$ cat src/rtl/wb_btn_pkg.sv
// Shared definitions for the push-button Wishbone slave: register offsets,
// Wishbone cycle/burst type codes, bus FSM states and a byte-select helper.
package wb_btn_pkg;

  localparam logic [3:0] OFS_DATA = 4'd0;
  localparam logic [3:0] OFS_RAW  = 4'd1;
  localparam logic [3:0] OFS_EDGE = 4'd2;
  localparam logic [3:0] OFS_IEN  = 4'd3;
  localparam logic [3:0] OFS_DEB  = 4'd4;

  localparam logic [2:0] CTI_CLASSIC = 3'b000;
  localparam logic [2:0] CTI_INCR    = 3'b010;
  localparam logic [2:0] CTI_EOB     = 3'b111;
  localparam logic [1:0] BTE_LINEAR  = 2'b00;

  typedef enum logic [1:0] {
    ST_IDLE,
    ST_RESP,
    ST_BURST
  } wb_state_e;

  // Expand the four byte selects into a 32-bit write mask.
  function automatic logic [31:0] sel_mask(input logic [3:0] sel);
    logic [31:0] m;
    for (int b = 0; b < 4; b++) begin
      m[8*b +: 8] = {8{sel[b]}};
    end
    return m;
  endfunction

endpackage

$ cat src/rtl/btn_debounce.sv
// Two-flop synchroniser, programmable tick prescaler and two-sample debouncer
// for NB button lines.
module btn_debounce
  import wb_btn_pkg::*;
#(
  parameter int NB = 8
) (
  input  logic          clk,
  input  logic          rst_n,
  input  logic [15:0]   deb_cnt,
  input  logic          restart,
  input  logic [NB-1:0] btn,
  output logic [NB-1:0] raw,
  output logic [NB-1:0] data
);

  logic [NB-1:0] meta_reg;
  logic [NB-1:0] raw_reg;
  logic [NB-1:0] smp_reg;
  logic [NB-1:0] data_reg;
  logic [NB-1:0] data_next;
  logic [15:0]   presc_reg;
  logic          tick;

  // A reload write takes priority over the wrap so the new period starts cleanly.
  assign tick = !restart && (presc_reg >= deb_cnt);

  always_ff @(posedge clk or negedge rst_n) begin
    if (!rst_n) begin
      meta_reg  <= '0;
      raw_reg   <= '0;
      smp_reg   <= '0;
      presc_reg <= '0;
      data_reg  <= '0;
    end else begin
      meta_reg  <= btn;
      raw_reg   <= meta_reg;
      presc_reg <= (restart || tick) ? 16'd0 : presc_reg + 16'd1;
      if (tick) begin
        smp_reg <= raw_reg;
      end
      data_reg  <= data_next;
    end
  end

  // A bit is accepted only when two consecutive tick samples agree.
  for (genvar gi = 0; gi < NB; gi++) begin : g_bit
    assign data_next[gi] = (tick && (raw_reg[gi] == smp_reg[gi])) ? smp_reg[gi] : data_reg[gi];
  end

  assign raw  = raw_reg;
  assign data = data_reg;

endmodule

$ cat src/rtl/wb_btn_slave.sv
// Wishbone B4 slave for the push-button window: bus FSM with classic and
// linear incrementing bursts, edge capture, interrupt enable and debounce reload.
module wb_btn_slave
  import wb_btn_pkg::*;
#(
  parameter int          NB      = 8,
  parameter logic [15:0] DEB_RST = 16'd50000
) (
  input  logic          wb_clk_i,
  input  logic          wb_rst_ni,
  input  logic [31:0]   wb_adr_i,
  input  logic [31:0]   wb_dat_i,
  input  logic [3:0]    wb_sel_i,
  input  logic          wb_we_i,
  input  logic          wb_cyc_i,
  input  logic          wb_stb_i,
  input  logic [2:0]    wb_cti_i,
  input  logic [1:0]    wb_bte_i,
  output logic [31:0]   wb_dat_o,
  output logic          wb_ack_o,
  output logic          wb_err_o,
  output logic          wb_rty_o,
  input  logic [NB-1:0] btn_i,
  output logic          irq_o
);

  wb_state_e     state_reg;
  logic          ack_reg;
  logic          err_reg;
  logic [31:0]   dat_reg;
  logic          irq_reg;
  logic [NB-1:0] edge_reg;
  logic [NB-1:0] edge_next;
  logic [NB-1:0] ien_reg;
  logic [NB-1:0] data_prev_reg;
  logic [15:0]   deb_reg;

  logic [NB-1:0] raw;
  logic [NB-1:0] data;
  logic [NB-1:0] rise;
  logic [NB-1:0] clr;
  logic [3:0]    ofs;
  logic          req;
  logic          bad;
  logic          wr_ok;
  logic          burst_go;
  logic          deb_restart;
  logic [31:0]   wmask;
  logic [31:0]   rd_data;
  logic          unused_ok;

  assign ofs      = wb_adr_i[5:2];
  assign wmask    = sel_mask(wb_sel_i);
  // In a burst the slave keeps accepting while ack is high; only the
  // terminating response cycle blocks a new request.
  assign req      = wb_cyc_i && wb_stb_i && (state_reg != ST_RESP);
  assign bad      = (ofs > OFS_DEB) || (wb_we_i && ((ofs == OFS_DATA) || (ofs == OFS_RAW)));
  assign wr_ok    = req && wb_we_i && !bad;
  assign burst_go = (wb_cti_i == CTI_INCR) && (wb_bte_i == BTE_LINEAR);
  assign deb_restart = wr_ok && (ofs == OFS_DEB);

  assign unused_ok = &{1'b0, wb_adr_i[31:6], wb_adr_i[1:0], wb_dat_i[31:16], wmask[31:16]};

  btn_debounce #(.NB(NB)) u_deb (
    .clk     (wb_clk_i),
    .rst_n   (wb_rst_ni),
    .deb_cnt (deb_reg),
    .restart (deb_restart),
    .btn     (btn_i),
    .raw     (raw),
    .data    (data)
  );

  always_comb begin
    rd_data = '0;
    case (ofs)
      OFS_DATA: rd_data = 32'(data);
      OFS_RAW:  rd_data = 32'(raw);
      OFS_EDGE: rd_data = 32'(edge_reg);
      OFS_IEN:  rd_data = 32'(ien_reg);
      OFS_DEB:  rd_data = {16'd0, deb_reg};
      default:  rd_data = '0;
    endcase
  end

  // New rising edges override a simultaneous write-1-to-clear.
  assign rise      = data & ~data_prev_reg;
  assign clr       = (wr_ok && (ofs == OFS_EDGE)) ? (wb_dat_i[NB-1:0] & wmask[NB-1:0]) : '0;
  assign edge_next = (edge_reg & ~clr) | rise;

  always_ff @(posedge wb_clk_i or negedge wb_rst_ni) begin
    if (!wb_rst_ni) begin
      state_reg <= ST_IDLE;
      ack_reg   <= 1'b0;
      err_reg   <= 1'b0;
      dat_reg   <= '0;
    end else if (req) begin
      ack_reg   <= !bad;
      err_reg   <= bad;
      dat_reg   <= (bad || wb_we_i) ? 32'd0 : rd_data;
      state_reg <= (!bad && burst_go) ? ST_BURST : ST_RESP;
    end else begin
      ack_reg   <= 1'b0;
      err_reg   <= 1'b0;
      dat_reg   <= '0;
      state_reg <= ST_IDLE;
    end
  end

  always_ff @(posedge wb_clk_i or negedge wb_rst_ni) begin
    if (!wb_rst_ni) begin
      edge_reg      <= '0;
      ien_reg       <= '0;
      data_prev_reg <= '0;
      deb_reg       <= DEB_RST;
      irq_reg       <= 1'b0;
    end else begin
      data_prev_reg <= data;
      edge_reg      <= edge_next;
      irq_reg       <= |(edge_reg & ien_reg);
      if (wr_ok && (ofs == OFS_IEN)) begin
        ien_reg <= (ien_reg & ~wmask[NB-1:0]) | (wb_dat_i[NB-1:0] & wmask[NB-1:0]);
      end
      if (deb_restart) begin
        deb_reg <= (deb_reg & ~wmask[15:0]) | (wb_dat_i[15:0] & wmask[15:0]);
      end
    end
  end

  assign wb_ack_o = ack_reg;
  assign wb_err_o = err_reg;
  assign wb_dat_o = dat_reg;
  assign wb_rty_o = 1'b0;
  assign irq_o    = irq_reg;

endmodule

$ cat config.mk
export PLATFORM = sky130hd
export DESIGN_NAME = wb_btn_slave
export DESIGN_NICKNAME = d
export VERILOG_FILES = /design/src/rtl/wb_btn_pkg.sv /design/src/rtl/btn_debounce.sv /design/src/rtl/wb_btn_slave.sv
export SDC_FILE = /design/constraint.sdc
export NUM_CORES = 1
export LEC_CHECK = 0
export BUFFER_PORTS_ARGS = -buffer_cell sky130_fd_sc_hd__buf_4
export CORE_ASPECT_RATIO = 1.5
export CORE_MARGIN = 5
export CORE_UTILIZATION = 43
export CTS_BUF_LIST = sky130_fd_sc_hd__clkbuf_4 sky130_fd_sc_hd__clkbuf_8
export DETAILED_ROUTE_END_ITERATION = 8
export GPL_TIMING_DRIVEN = 0
export PLACE_DENSITY_LB_ADDON = 0.12
export RECOVER_POWER = 100
export SKIP_LAST_GASP = 1
export SYNTH_ARGS = -nofsm -noshare
export SYNTH_HDL_FRONTEND = slang
export SYNTH_SLANG_ARGS = --single-unit
$ cat constraint.sdc
create_clock -name wb_clk_i -period 3.3 [get_ports wb_clk_i]
set_input_delay 0.33 -clock wb_clk_i [delete_from_list [all_inputs] [get_ports wb_clk_i]]
set_output_delay 0.33 -clock wb_clk_i [all_outputs]
set_load 0.02 [all_outputs]
# Yosys cells after proc, flatten, opt, wreduce, memory -nomap -nowiden
# Index checks and enable logic that the tools add are counted.
# op_classes
add_sub_neg	1
magnitude_cmp	2
n_eq_ne	14
muxes	9
bitwise	14
n_reduce_logical	28
# ops
op	count
one-hot mux 16 bit (5 select lines)	1
2-to-1 mux 32 bit	2
AND 8 bit	5
AND 16 bit	2
NOT 8 bit	3
logical AND 1 bit	19
adder 16 x 1 -> 16 bit (second input constant)	1
greater-or-equal comparator 16 bit	1
2-to-1 mux 16 bit	1
NOT 16 bit	1
bitwise OR 16 bit	1
bitwise OR 8 bit	2
equality test 1 bit	8
equality test 4 x 2 -> 1 bit (second input constant)	2
2-to-1 mux 8 bit	1
OR reduction 8 bit	1
equality test 4 x 1 -> 1 bit (second input constant)	1
equality test 4 x 3 -> 1 bit (second input constant)	1
greater-than comparator 4 x 3 -> 1 bit (second input constant)	1
zero test 4 bit	1
logical OR 1 bit	4
2-to-1 mux 2 bit	2
equality test 3 x 2 -> 1 bit (second input constant)	1
zero test 1 bit	2
other kinds (3)	4
# word_totals
ff_bits	125
in_bits	86
output_inout_bits	36
elab_cells	89

# Longest topological paths before layout
# Gate-level depths: netlist (run 1).
# logic_depth
ltp_word	11
ltp_mapped	9

# By module
# Synthesis (run 1) repeated with hierarchy kept, for this count alone.
# unflattened
hier_cells	434
area_unflattened_um2	5083.6
# modules_own_cells
module	n_inst	cells_each	area_per_inst_um2	seq_area_each_um2
wb_btn_slave	1	219	2742.6	1534.0
btn_debounce	1	215	2341.0	1201.2

# Worst setup path after synthesis (run 1)
# OpenSTA, ideal clock, no wires.
# synth_timing
path_type	flip-flop to flip-flop
start	register with a tool-made name
end	register u_deb.data_reg[0], in the netlist u_deb.data[0]
setup_ns	0.137
arrival_ns	2.149
required_time_ns	3.163
setup_slack_ns	1.015
path_stages_with_launch	10
n_path_buf	2
synth_period_minus_slack_ns	2.285
path_cell_list	dfstp_2 > inv_1 > ha_1 > a41oi_1 > o21ai_0 > a21oi_1 > clkbuf_1 > and3_1 > clkbuf_1 > o211ai_1
# synth_lines
item	line	text
to (signal assigned)	btn_debounce.sv:42	data_reg <= data_next;
to (decl)	btn_debounce.sv:20	logic [NB-1:0] data_reg;

==> reports/metrics.cfg, run 1 <==
[run_status]
status=finished, violations left
violations=capacitance limit, slew limit

[yosys]
synth_area_sq_um=4910
yosysWarnings=0
ys_ff_latch=109
avgSynthCellArea_sq_um=11.9
synthCells=414
synthDistinctLibCells=41
seq_area_frac_synth_pct=55.7

[place]
place_ws_ns=0.507
placedCellCount=634
place_area_sq_um=5580
io_buffers=57
place_congestion=0.782
dp_hpwl_mm=8.03

[timing]
setup_ws_ns=0.412
finalSetupViolCount=0
fin_crit_ns=2.89
hold_viol=0
grt_setup_unrepaired=false
worstMarginPinSlew_ns=1.65
max_freq_ghz=0.346
min_period_over_period_pct=87.5
drv_slew=9
final.setup_skew_ns=0.0105
slew_headroom_pct=-10.8
tns_ns=0

[floorplan]
die_w_microns=97.3
core_area_sq_um=11100
fp.dieH_microns=141
initial_core_util_pct=44.2
fp-row-count=47
die-area_sq_um=13700
ioPinCount=122

[routing]
wirelength_mm=10.7
wl_per_cell_microns=16.4
ant_nets=0
via_per_inst=5.16
vias=3365
drc_errors=0
drt_first_pass_iters=6
drt_iter0_drc=133

[grt]
grtUsageMet2_pct=31.3
track_usage_pct=16.2
grt_pass1_vias=3616
antenna_found_initial=0
use_met1_pct=17.7
grtUsageMet3_pct=3.41
grt_overflow=0
grt_pass1_wl_mm=18.1
busiest_layer=met2
grt_max_degree=110

[power]
p_leak_nw=2.63
swShare_pct=32.3
p_clk_share_pct=24.8
p_int_mw=2.12
power.density_nw_per_um2=553
pwr-share-comb_pct=21.9
p_sw_mw=1.01
ir_drop_mv=0.240
seqPwrFrac_pct=53.3

[final_layout]
nFillCells=1037
multi_input_area_sq_um=1920
fin_nets=603
design_area_sq_um=5660
fin_cells=652
drive_above_1_share_pct=21.4
insertedDiodeCount=0
regArea_sq_um=2740
layout_common_cells=dfrtp_1, buf_4, nor2_1, clkbuf_1, mux2_2
syn_to_final_growth_pct=15.3
layout_commonest_cell=dfrtp_1

[hold_path]
min_path_cells=1
hold_path_class=input pin to flip-flop

[critical_path]
path_class=flip-flop to flip-flop
critPathRequiredTime_ns=3.56
critical_path_peak_fanout=8
cp.arrival_ns=3.15
rr_worst_depth=7
crit_path_start_kind=flip-flop
timing.reg2reg.setup_slack_ns=0.41
cp-end-kind=flip-flop

[clock_tree]
cts_made_buffers=9
ctsHtreeMaxLevel=3
clock-sinks=109
cts_tree=done
clk_path_buf_depth=2
post-cts-setup-buffer-count=0
clk_latency_ns=0.38
path_clk_slew_ns=0.11
cts-root-buf=clkbuf_8

[flow_run]
drv_cap=1

power groups by stage:
| stage | sequential [mW] | clock [mW] | combinational, mW |
|---|---|---|---|
| 2_1_floorplan | 1.65 | 0 | 0.511 |
| 3_3_place_gp | 1.68 | 0 | 0.687 |
| 3_5_place_dp | 1.69 | 0 | 0.707 |
| 4_1_cts | 1.67 | 0.813 | 0.711 |
| 5_1_grt | 1.69 | 0.862 | 0.783 |
| 6_report | 1.67 | 0.778 | 0.687 |
worst max-delay path, cell delays in order (launching register included):
cell and delay, ns:
dfstp_1 0.55, inv_1 0.05, ha_1 0.28, nand4_1 0.13, nor3_1 0.33, nand3_1 0.15, a31oi_1 0.86, mux2_2 0.42
timing repair:
item,4_1_cts,5_1_grt
gates resized for setup,0,0
endpoints found under the hold margin,0,7
hold buffers,0,1
synth_stat cells:
| cell type | n | area (sq um) |
|---|---|---|
| nand4_1 | 16 | 100 |
| a21oi_1 | 4 | 20.0 |
| o22ai_1 | 1 | 6.26 |
| nand3_1 | 23 | 115 |
| nor2_1 | 36 | 135 |
| nor3_1 | 2 | 10.0 |
| or4_1 | 1 | 7.51 |
| o211ai_1 | 8 | 60.1 |
| nor3b_2 | 1 | 12.5 |
| mux2_2 | 32 | 360 |
| buf_2 | 2 | 10.0 |
| buf_4 | 18 | 135 |
| nand2_1 | 16 | 60.1 |
| ha_1 | 17 | 213 |
| nand2b_1 | 2 | 12.5 |
| conb_1 | 1 | 3.75 |
| inv_1 | 28 | 105 |
| dfstp_2 | 6 | 158 |
| clkbuf_1 | 7 | 26.3 |
| nor4_1 | 2 | 12.5 |
| a41oi_1 | 1 | 8.76 |
| o21ai_0 | 3 | 15.0 |
| xnor2_1 | 5 | 43.8 |
| a2111o_1 | 2 | 22.5 |
| a22o_1 | 16 | 140 |
| a221o_1 | 1 | 10.0 |
| xor2_1 | 9 | 78.8 |
| or2_1 | 1 | 6.26 |
| a211oi_1 | 2 | 15.0 |
| and2_1 | 10 | 62.6 |
| mux2_4 | 8 | 120 |
| dfrtp_1 | 103 | 2580 |
| o31ai_1 | 8 | 60.1 |
| or2_2 | 1 | 6.26 |
| a31oi_2 | 1 | 12.5 |
| a222oi_1 | 8 | 80.1 |
| nor4_2 | 1 | 12.5 |
| a22oi_1 | 4 | 30.0 |
| and3_1 | 5 | 31.3 |
| or3_1 | 1 | 6.26 |
| and4_1 | 1 | 8.76 |
worst paths after layout:
kind | startpoint | end
worst max-delay path | flip-flop | u_deb.smp_reg[3]$_DFFE_PN0P_
worst min-delay path | btn_i[2] | u_deb.meta_reg[2]$_DFF_PN0_
worst max register to register | flip-flop | u_deb.smp_reg[3]$_DFFE_PN0P_
worst min register to register | u_deb.meta_reg[3]$_DFF_PN0_ | u_deb.raw[3]$_DFF_PN0_
max in group asynchronous | wb_rst_ni | u_deb.raw[3]$_DFF_PN0_
min in group asynchronous | wb_rst_ni | edge_reg[2]$_DFF_PN0_
layout make-up:
cell class	instances	share of cell area, %
sequential	109	48.3
multi-input combinational	266	33.9
timing repair buffer	59	6.47
tap	147	3.25
buffer	27	2.92
clock buffer	9	2.19
inverter	28	1.86
clock inverter	7	1.10
layer usage:
metal	wire length [microns]	share of wire (%)
met1	4150	39
met2	6080	57
met3	356	3.3
met4	123	1.1
met5	0	0
per-stage QoR:
stage / total power, mW / util, % / hold WS [ns]
6_report: 3.13 / 51.0 / 0.0734
2_1_floorplan: 2.16 / - / 0.0344
3_3_place_gp: 2.37 / 50.2 / 0.332
3_5_place_dp: 2.40 / 50.2 / 0.335
4_1_cts: 3.19 / 51.9 / 0.0249
5_1_grt: 3.34 / 51.0 / 0.0468
cells by family (layout without fill, tap and decap cells):
group	Yosys count	in the layout	synth area share (%)
fa+ha+maj	17	17	4.33
xor+xnor	14	14	2.50
mux	40	40	9.78
flops	109	109	55.7
other cells	1	17	0.0764
simple gates	119	119	12.2
compound gates	59	59	9.78
buf+inv	55	130	5.63
Power figures use the tool's default switching activity.
==> run 2: changes to the inputs <==
--- a/config.mk
+++ b/config.mk
@@ -7,7 +7,6 @@
 export LEC_CHECK = 0
 export BUFFER_PORTS_ARGS = -buffer_cell sky130_fd_sc_hd__buf_4
 export CORE_ASPECT_RATIO = 1.5
-export CORE_MARGIN = 5
 export CORE_UTILIZATION = 43
 export CTS_BUF_LIST = sky130_fd_sc_hd__clkbuf_4 sky130_fd_sc_hd__clkbuf_8
 export DETAILED_ROUTE_END_ITERATION = 8
==> constraint.sdc (replaced) <==
create_clock -name wb_clk_i -period 3.3 [get_ports wb_clk_i]
set_input_delay 0.99 -clock wb_clk_i [delete_from_list [all_inputs] [get_ports wb_clk_i]]
set_output_delay 0.99 -clock wb_clk_i [all_outputs]
set_load 0.02 [all_outputs]
==> reports/metrics.cfg, run 2 (synthesis results as in run 1) <==
[timing]
whs_ns=0.357  ; was 0.0734 ns
slew_headroom_pct=-54.0  ; was -10.8%
fin_crit_ns=3.03  ; was 2.89 ns
grt_setup_unrepaired=false  ; unchanged
tns_ns=0  ; unchanged
final.setup_skew_ns=0.00944  ; was 0.0105 ns
min_period_over_period_pct=91.9  ; was 87.5%
setup_ws_ns=0.266  ; was 0.412 ns
worstMarginPinSlew_ns=2.31  ; was 1.65 ns
hold_viol=0  ; unchanged
finalSetupViolCount=0  ; unchanged
drv_slew=42  ; was 9
max_freq_ghz=0.330  ; was 0.346 GHz

[critical_path]
cp_slowest_cell=nor3b_2  ; was a31oi_1
rr_worst_depth=7  ; unchanged
path_class=input pin to flip-flop  ; was flip-flop to flip-flop
r2r_end=u_deb.smp_reg[5]$_DFFE_PN0P_  ; was u_deb.smp_reg[3]$_DFFE_PN0P_
cp-end-kind=flip-flop  ; unchanged
cp.arrival_ns=3.30  ; was 3.15 ns
crit_chain=clkbuf_1, or2_0, nor3b_2, nand3_1, nand4_1, buf_2, nor2_1  ; was inv_1, ha_1, nand4_1, nor3_1, nand3_1, a31oi_1, mux2_2
max_stage_delay_ns=0.60  ; was 0.86 ns
critPathRequiredTime_ns=3.57  ; was 3.56 ns
critical_path_peak_fanout=10  ; was 8
timing.reg2reg.setup_slack_ns=0.46  ; was 0.41 ns
crit_path_start_kind=input pin  ; was flip-flop

[place]
placedCellCount=634  ; unchanged
io_buffers=57  ; unchanged
dp_hpwl_mm=7.72  ; was 8.03 mm
place_ws_ns=-0.101  ; was 0.507 ns
place_congestion=0.805  ; was 0.782
place_area_sq_um=5580  ; unchanged

[hold_path]
min_from=u_deb.meta_reg[1]$_DFF_PN0_  ; was btn_i[2]
min_path_cells=0  ; was 1
hold_end=u_deb.raw[1]$_DFF_PN0_  ; was u_deb.meta_reg[2]$_DFF_PN0_
hold_path_class=flip-flop to flip-flop  ; was input pin to flip-flop

[clock_tree]
path_clk_slew_ns=0.10  ; was 0.11 ns
cts_resized=0  ; unchanged
clock-sinks=109  ; unchanged
clk_path_buf_depth=2  ; unchanged
post-cts-setup-buffer-count=0  ; unchanged
cts_tree=done  ; unchanged
ctsHtreeMaxLevel=3  ; unchanged
cts_made_buffers=9  ; unchanged
cts-root-buf=clkbuf_8  ; unchanged
hold_buffers=0  ; unchanged
clk_latency_ns=0.38  ; about the same

[final_layout]
syn_to_final_growth_pct=16.9  ; was 15.3%
layout_common_cells=dfrtp_1, buf_4, nor2_1, mux2_2, clkbuf_1  ; was dfrtp_1, buf_4, nor2_1, clkbuf_1, mux2_2
final_util_pct=51.9  ; was 51.0%
fin_nets=602  ; was 603
nFillCells=1066  ; was 1037
drive_above_1_share_pct=22.4  ; was 21.4%
insertedDiodeCount=0  ; unchanged
fin_cells=651  ; was 652
design_area_sq_um=5740  ; was 5660 sq um
layout_commonest_cell=dfrtp_1  ; unchanged

[power]
power.density_nw_per_um2=581  ; was 553 nW/um^2
ir_drop_mv=0.260  ; was 0.240 mV
finalPower_mw=3.34  ; was 3.13 mW
p_leak_nw=2.67  ; was 2.63 nW

[routing]
wl_per_cell_microns=16.0  ; was 16.4 microns
vias=3382  ; was 3365
via_per_inst=5.20  ; was 5.16
drc_errors=0  ; unchanged
drt_iter0_drc=223  ; was 133
drt_first_pass_iters=6  ; unchanged
ant_nets=0  ; unchanged
wirelength_mm=10.4  ; was 10.7 mm

[floorplan]
ioPinCount=122  ; unchanged
fp.dieH_microns=133  ; was 141 microns
fp-row-count=47  ; unchanged
initial_core_util_pct=44.4  ; was 44.2%
die-area_sq_um=11900  ; was 13700 sq um
core_area_sq_um=11100  ; about the same
die_w_microns=89.3  ; was 97.3 microns

[grt]
grt_max_degree=110  ; unchanged
track_usage_pct=19.1  ; was 16.2%
grt_pass1_vias=3424  ; was 3616
grt_overflow=0  ; unchanged
grt_pass1_wl_mm=17.0  ; was 18.1 mm
antenna_found_initial=0  ; unchanged

[run_status]
violations=capacitance limit, slew limit  ; unchanged
status=finished, violations left  ; unchanged

[flow_run]
drv_cap=1  ; unchanged

## run 2: cell count changes in the layout (fill, tap and decap cells not counted), sizes merged
cell         previous run  this run
inv                    34        28
buf                    45        48
bufinv                  0         3
clkbuf                 49        46
clkinv                  0         3
dlygate4sd3             1         0
## run 2: cell type report
cell class / instances / area, sq um / area share, %
clock buffer: 9 / 124 / 2.16
buffer: 27 / 168 / 2.92
timing repair buffer: 58 / 377 / 6.56
sequential: 109 / 2740 / 47.6
clock inverter: 7 / 124 / 2.16
inverter: 28 / 105 / 1.83
multi-input combinational: 266 / 1930 / 33.6
tap: 147 / 184 / 3.20
## run 2: routing by layer
layer	track usage [%]	up-vias	share of wire [%]	wire length [microns]
met5	0	-	0	0
met4	6.79	0	1.5	161
met3	3.81	12	3.2	337
met2	33.5	61	56	5780
met1	22.6	1682	40	4140
li1	-	1627	-	-
## run 2: worst max-delay path: cells and delay by family
family        cells  cell delay (ns)
buf+inv           2             0.40
simple gates      5             1.91
## run 2: how the worst max path moves through the flow
stage               slack, ns                       endpoint   startpoint
floorplan                0.56                      flip-flop  wb_adr_i[3]
global placement        -0.06   u_deb.presc_reg[8]$_DFF_PN0_  wb_adr_i[3]
detailed placement      -0.10  u_deb.presc_reg[14]$_DFF_PN0_  wb_adr_i[3]
CTS                      0.30   u_deb.presc_reg[8]$_DFF_PN0_  wb_adr_i[3]
global route             0.07  u_deb.presc_reg[14]$_DFF_PN0_  wb_adr_i[3]
finish                   0.27   u_deb.presc_reg[8]$_DFF_PN0_  wb_adr_i[3]
## run 2: power breakdown
| part | switching, mW | internal (mW) |
|---|---|---|
| clock network | 0.461 | 0.508 |
| logic | 0.373 | 0.327 |
| registers | 0.161 | 1.51 |
